==> src/rtl/otter_io_pkg.sv <==
// otter_io_pkg: shared definitions for the OTTER IOBUS interval timer.
//   - byte offsets of the five registers and their word indices
//   - CTRL bit positions
//   - timer state encoding
package otter_io_pkg;

  localparam logic [31:0] CTRL_OFS     = 32'h0000_0000;
  localparam logic [31:0] PRESCALE_OFS = 32'h0000_0004;
  localparam logic [31:0] PERIOD_OFS   = 32'h0000_0008;
  localparam logic [31:0] COUNT_OFS    = 32'h0000_000C;
  localparam logic [31:0] STATUS_OFS   = 32'h0000_0010;

  // Word indices, compared against (IOBUS_ADDR[31:2] - BASE_ADDR[31:2]).
  localparam logic [29:0] CTRL_IDX     = CTRL_OFS[31:2];
  localparam logic [29:0] PRESCALE_IDX = PRESCALE_OFS[31:2];
  localparam logic [29:0] PERIOD_IDX   = PERIOD_OFS[31:2];
  localparam logic [29:0] COUNT_IDX    = COUNT_OFS[31:2];
  localparam logic [29:0] STATUS_IDX   = STATUS_OFS[31:2];

  localparam int CTRL_EN     = 0;
  localparam int CTRL_IE     = 1;
  localparam int CTRL_RELOAD = 2;

  typedef enum logic [1:0] {IDLE, RUN, DONE} tmr_state_t;

endpackage

==> src/rtl/io_prescaler.sv <==
// io_prescaler: clock divider for the interval timer.
//   CLK    in   system clock
//   RESET  in   synchronous active-high reset
//   clr    in   force the divider count back to 0
//   run    in   count only while high
//   div    in   terminal value; tick fires when the count equals div
//   tick   out  one-cycle tick, every div+1 running cycles
module io_prescaler (
  input  logic        CLK,
  input  logic        RESET,
  input  logic        clr,
  input  logic        run,
  input  logic [15:0] div,
  output logic        tick
);

  logic [15:0] cnt_q, cnt_d;

  assign tick = run && (cnt_q == div);

  always_comb begin
    cnt_d = cnt_q;
    if (clr) begin
      cnt_d = '0;
    end else if (tick) begin
      cnt_d = '0;
    end else if (run) begin
      cnt_d = cnt_q + 16'd1;
    end
  end

  always_ff @(posedge CLK) begin
    if (RESET) begin
      cnt_q <= '0;
    end else begin
      cnt_q <= cnt_d;
    end
  end

endmodule

==> src/rtl/otter_io_timer.sv <==
// otter_io_timer: memory-mapped interval timer on the OTTER IOBUS.
//   CLK         in   system clock
//   RESET       in   synchronous active-high reset
//   IOBUS_ADDR  in   byte address; bits [1:0] ignored
//   IOBUS_OUT   in   write data
//   IOBUS_WR    in   one-cycle write strobe
//   IOBUS_IN    out  combinational read data, 0 when unmapped
//   INTR        out  interrupt pulse, INTR_WIDTH cycles per expiry
//
// state | meaning
// IDLE  | disabled; count and prescaler frozen
// RUN   | counting down on prescaler ticks
// DONE  | one-shot expired; count held at 0, EN still reads 1
module otter_io_timer
  import otter_io_pkg::*;
#(
  parameter logic [31:0] BASE_ADDR  = 32'h1120_0000,
  parameter int          INTR_WIDTH = 2
) (
  input  logic        CLK,
  input  logic        RESET,
  input  logic [31:0] IOBUS_ADDR,
  input  logic [31:0] IOBUS_OUT,
  input  logic        IOBUS_WR,
  output logic [31:0] IOBUS_IN,
  output logic        INTR
);

  logic [2:0]  ctrl_q, ctrl_d;
  logic [15:0] prescale_q, prescale_d;
  logic [31:0] period_q, period_d;
  logic [31:0] count_q, count_d;
  logic [31:0] pulse_q, pulse_d;
  logic        expired_q, expired_d;
  tmr_state_t  state_q, state_d;

  logic [29:0] word_ofs;
  logic        wr_ctrl, wr_prescale, wr_period, wr_count, wr_status;
  logic        tick, presc_clr;
  logic        unused_addr_lsb;

  assign unused_addr_lsb = ^IOBUS_ADDR[1:0];

  // Addresses below the base wrap to a large offset and miss.
  assign word_ofs    = IOBUS_ADDR[31:2] - BASE_ADDR[31:2];
  assign wr_ctrl     = IOBUS_WR && (word_ofs == CTRL_IDX);
  assign wr_prescale = IOBUS_WR && (word_ofs == PRESCALE_IDX);
  assign wr_period   = IOBUS_WR && (word_ofs == PERIOD_IDX);
  assign wr_count    = IOBUS_WR && (word_ofs == COUNT_IDX);
  assign wr_status   = IOBUS_WR && (word_ofs == STATUS_IDX);

  assign presc_clr = (wr_ctrl && IOBUS_OUT[CTRL_EN]) || wr_count;

  io_prescaler u_presc (
    .CLK   (CLK),
    .RESET (RESET),
    .clr   (presc_clr),
    .run   (state_q == RUN),
    .div   (prescale_q),
    .tick  (tick)
  );

  always_comb begin
    IOBUS_IN = '0;
    case (word_ofs)
      CTRL_IDX:     IOBUS_IN = {29'd0, ctrl_q};
      PRESCALE_IDX: IOBUS_IN = {16'd0, prescale_q};
      PERIOD_IDX:   IOBUS_IN = period_q;
      COUNT_IDX:    IOBUS_IN = count_q;
      STATUS_IDX:   IOBUS_IN = {31'd0, expired_q};
      default:      IOBUS_IN = '0;
    endcase
  end

  always_comb begin
    ctrl_d     = wr_ctrl     ? IOBUS_OUT[2:0]  : ctrl_q;
    prescale_d = wr_prescale ? IOBUS_OUT[15:0] : prescale_q;
    period_d   = wr_period   ? IOBUS_OUT       : period_q;
  end

  always_comb begin
    state_d   = state_q;
    count_d   = count_q;
    expired_d = expired_q;
    pulse_d   = (pulse_q != '0) ? pulse_q - 32'd1 : pulse_q;

    if (wr_status && IOBUS_OUT[0]) begin
      expired_d = 1'b0;
    end

    // CTRL and COUNT writes take priority over a tick in the same cycle,
    // so an expiry coinciding with them is dropped.
    if (wr_ctrl) begin
      if (IOBUS_OUT[CTRL_EN]) begin
        count_d = period_q;
        state_d = RUN;
      end else begin
        state_d = IDLE;
      end
    end else if (wr_count) begin
      count_d = IOBUS_OUT;
    end else if (state_q == RUN && tick) begin
      if (count_q == '0) begin
        expired_d = 1'b1;
        if (ctrl_q[CTRL_IE]) begin
          pulse_d = 32'(INTR_WIDTH);
        end
        if (ctrl_q[CTRL_RELOAD]) begin
          count_d = period_q;
        end else begin
          state_d = DONE;
        end
      end else begin
        count_d = count_q - 32'd1;
      end
    end
  end

  always_ff @(posedge CLK) begin
    if (RESET) begin
      ctrl_q     <= '0;
      prescale_q <= '0;
      period_q   <= '0;
      count_q    <= '0;
      pulse_q    <= '0;
      expired_q  <= 1'b0;
      state_q    <= IDLE;
    end else begin
      ctrl_q     <= ctrl_d;
      prescale_q <= prescale_d;
      period_q   <= period_d;
      count_q    <= count_d;
      pulse_q    <= pulse_d;
      expired_q  <= expired_d;
      state_q    <= state_d;
    end
  end

  assign INTR = (pulse_q != '0);

endmodule

==> config.mk <==
export PLATFORM = sky130hd
export DESIGN_NAME = otter_io_timer
export DESIGN_NICKNAME = d
export VERILOG_FILES = /design/src/rtl/otter_io_pkg.sv /design/src/rtl/io_prescaler.sv /design/src/rtl/otter_io_timer.sv
export SDC_FILE = /design/constraint.sdc
export NUM_CORES = 1
export LEC_CHECK = 0
export ABC_AREA = 1
export CELL_PAD_IN_SITES_DETAIL_PLACEMENT = 1
export CELL_PAD_IN_SITES_GLOBAL_PLACEMENT = 1
export CORE_AREA = 2 2 184 186
export CTS_CLUSTER_DIAMETER = 100
export DETAILED_ROUTE_END_ITERATION = 8
export DIE_AREA = 0 0 186 188
export DONT_BUFFER_PORTS = 1
export GPL_TIMING_DRIVEN = 0
export HOLD_SLACK_MARGIN = 0.05
export PLACE_DENSITY_LB_ADDON = 0.1
export REMOVE_ABC_BUFFERS = 1
export SLEW_MARGIN = 20
export SYNTH_ARGS = -nofsm -noshare
export SYNTH_HDL_FRONTEND = slang
export SYNTH_SLANG_ARGS = --single-unit
==> constraint.sdc <==
create_clock -name CLK -period 2.25 [get_ports CLK]
set_input_delay 0.225 -clock CLK [delete_from_list [all_inputs] [get_ports CLK]]
set_output_delay 0.225 -clock CLK [all_outputs]
set_load 0.01 [all_outputs]
==> metrics.yaml, run 1 <==
critical_path:
  crit_path_end_kind: "register"
  path_buf_inv: 5
  crit_fanout: 6
  worstPathRequired_ns: 2.59
  cp_slowest_cell: "dfxtp_2"
  startpoint_type: "register"
  cp_top_family: "simple AND/OR/NAND/NOR gates"
  crit_path_max_incr_delay_ns: 0.33
  path_class: "register to register"
  crit_chain: "inv_2 -> ha_4 -> nand2_4 -> nor2_4 -> nand3_2 -> nor2_4 -> nand3_4 -> nor2_4 -> buf_12 -> nand2_8 -> inv_2 -> nand4_1 -> buf_6 -> nand2_8 -> clkinvlp_4 -> nand2_1 -> nor2_1"
  path_common_cell: "nor2_4"
  cp.arrival_ns: 2.62
yosys:
  synth-seq-cells: 134
  yosys_warnings: 0
  synthTopCellsByArea: "dfxtp_1 33%, nor2_1 12%, nand2_1 12%, inv_1 7.7%, o21ai_0 5.2%"
  synth.most_common_cell: "nor2_1"
  avgSynthCellArea_um2: 6.26
  ys_seq_area_frac: 0.330
  synth_common_cells: "270 x nor2_1, 256 x nand2_1, 168 x inv_1, 134 x dfxtp_1, 85 x o21ai_0"
  synth_top_cell_area_share: 0.330
  yosys_most_used_dff: "dfxtp_1"
  syn_area_um2: 8140
  synth_edf_count: 0
  synth_cell_types: 39
  synthCells: 1300
  synth_top_cell_by_area: "dfxtp_1"
  synth-async-reset-ratio: 0
pwr:
  leakage_nw: 4.50
  power.density_nw_per_um2: 798
  ir_drop_v: 0.000574
die:
  start_util: 0.246
  die_y_um: 188
  num_io_pins: 100
  die_w_um: 186
  die_area_um2: 35000
  coreArea_um2: 33100
  row_count: 67
timing:
  final_hold_viol_count: 38
  finalMaxSlewViolations: 0
  period_needed_ns: 2.27
  fin_hold_ws_ns: -0.145
  fmax_mhz: 440
  layout_setup_ws_ns: -0.0209
  setup_viol: 7
  relSlewSlack: 0.538
  period_share: 1.01
  max_slew.worst_pin.slew_ns: 0.692
  rsz0062_at_grt: "yes"
  fin_worst_skew_ns: 0.00839
  finalSetupTns_ns: -0.0742
job:
  max_cap_violations: 0
clocking:
  cts_max_path_buffers: 2
  tritoncts: "done"
  cts_max_level: 4
  clockRootBuffer: "clkbuf_16"
  insertion_delay_ns: 0.45
  numCtsBuffers: 17
  clkTransAtPathRegs_ns: 0.07
  cts.sinks: 134
  ctsHoldBuffers: 17
drt:
  postRouteWirelength_mm: 36.4
  dr.pass1.iters: 4
  drc: 0
  vias: 8800
  viasPerCell: 4.81
  dr.first_iter.drc_count: 412
  wl_per_cell_um: 19.9
  detail-route-antenna-nets: 0
layout:
  nets: 1441
  antennaDiodeCount: 0
  drive_gt1_frac: 0.185
  synthToLayoutAreaGrowth_pct: 35.0
global_route:
  grt_first_pass_wirelength_mm: 54.5
  antenna_found_initial: 0
  grt-ovfl-total: 0
  grt_pass1_vias: 9012
  grt_use_total: 0.208
  grt_start_max_net_pins: 65
placement:
  gp_congestion: 0.754
  numPortBuffers: 0
  hpwlAfterDp_mm: 21.6
hold_path:
  hold_class: "primary input to register"
status:
  violations: "negative hold slack, negative setup slack"
  status: "finished with violations"
path summary, 6_finish.rpt:
path,endpoint,cells after the start,slack [ns],startpoint
setup / recovery,pulse_q[27],17,-0.02,count_q[0]
hold / removal,count_q[4],1,-0.15,RESET
setup reg to reg,pulse_q[27],17,-0.02,count_q[0]
hold reg to reg,period_q[15],2,0.48,period_q[15]
registers in the layout, indices dropped and copies added, names as in the netlist:
signal / flops
count_q: 32
ctrl_q: 3
expired_q: 1
period_q: 32
prescale_q: 16
pulse_q: 32
state_q: 2
u_presc.cnt_q: 16
through the flow:
step	area (um2)	util	setup slack, ns	power [mW]	cells
2_1_floorplan	7910	-	-0.770	4.74	1252
3_3_place_gp	8470	0.256	-2.76	5.38	1700
3_5_place_dp	8520	0.257	-2.29	5.41	1702
4_1_cts	10400	0.316	-0.00696	8.73	1802
5_1_grt	11000	0.332	-0.170	9.36	1830
6_report	11000	0.332	-0.0209	8.76	1830
routing by layer:
| layer | vias to the layer above | track usage | part of all wire |
|---|---|---|---|
| met1 | 4306 | 0.292 | 0.50 |
| met4 | 0 | 0.0406 | 0.011 |
| li1 | 4372 | - | - |
| met2 | 99 | 0.333 | 0.45 |
| met3 | 23 | 0.0385 | 0.031 |
| met5 | - | 0 | 0 |
worst reg2reg max path: stages, from the launching register on:
cell,delay (ns)
dfxtp_2,0.33
inv_2,0.08
ha_4,0.15
nand2_4,0.06
nor2_4,0.10
nand3_2,0.10
nor2_4,0.17
nand3_4,0.10
nor2_4,0.11
buf_12,0.14
nand2_8,0.07
inv_2,0.08
nand4_1,0.09
buf_6,0.16
nand2_8,0.10
clkinvlp_4,0.18
nand2_1,0.10
nor2_1,0.04
report_power, final:
part	total, mW	switching, mW	leakage (nW)	internal, mW
Combinational	2.82	1.87	3.12	0.949
Sequential	2.86	0.238	1.09	2.62
Clock	3.08	1.26	0.290	1.83
area by class of cell:
class	instances	area, um2
clock buffer	20	467
tap	448	561
timing repair buffer	82	821
sequential	134	2700
clock inverter	12	151
timing repair inverter	1	7.51
inverter	171	679
multi-input combinational	962	5600
fill	4123	22100
kinds of logic after synthesis:
family / after synthesis / synth area share
XOR/XNOR: 45 / 0.0484
AND/OR/NAND/NOR: 701 / 0.364
buffers and inverters: 219 / 0.107
AO/OA/AOI/OAI: 196 / 0.143
flip-flops: 134 / 0.330
adder cells (fa/ha/maj): 5 / 0.00769
layout by cell type, fill, tap and decap left out, drive strengths merged, types with 2 or more instances in the layout:
cell type / n
o211ai: 3
nor4: 2
nand4: 24
ha: 5
nand3: 80
o21ai: 96
o221ai: 14
bufinv: 3
nor2: 278
clkinv: 5
dfxtp: 134
and2: 2
o22ai: 13
nand3b: 2
a211oi: 34
clkbuf: 20
nor3: 42
a21oi: 30
clkinvlp: 11
xor2: 37
inv: 165
dlygate4sd3: 17
nor3b: 8
buf: 65
nand2: 276
xnor2: 8
timing repair:
item	4_1_cts	5_1_grt
setup buffers	41	22
cloned	10	6
gates resized for setup	134	91
endpoints found under the hold margin	55	38
endpoints found under the setup margin	163	123
pin swaps	34	19
Power figures use the tool's default switching activity.
==> inputs of run 2 (changes only) <==
Settings changed: ABC_CLOCK_PERIOD_IN_PS set to 2250.
==> results of run 2 <==
Same layout as run 1: the final DEF is identical, and so are final timing and power.
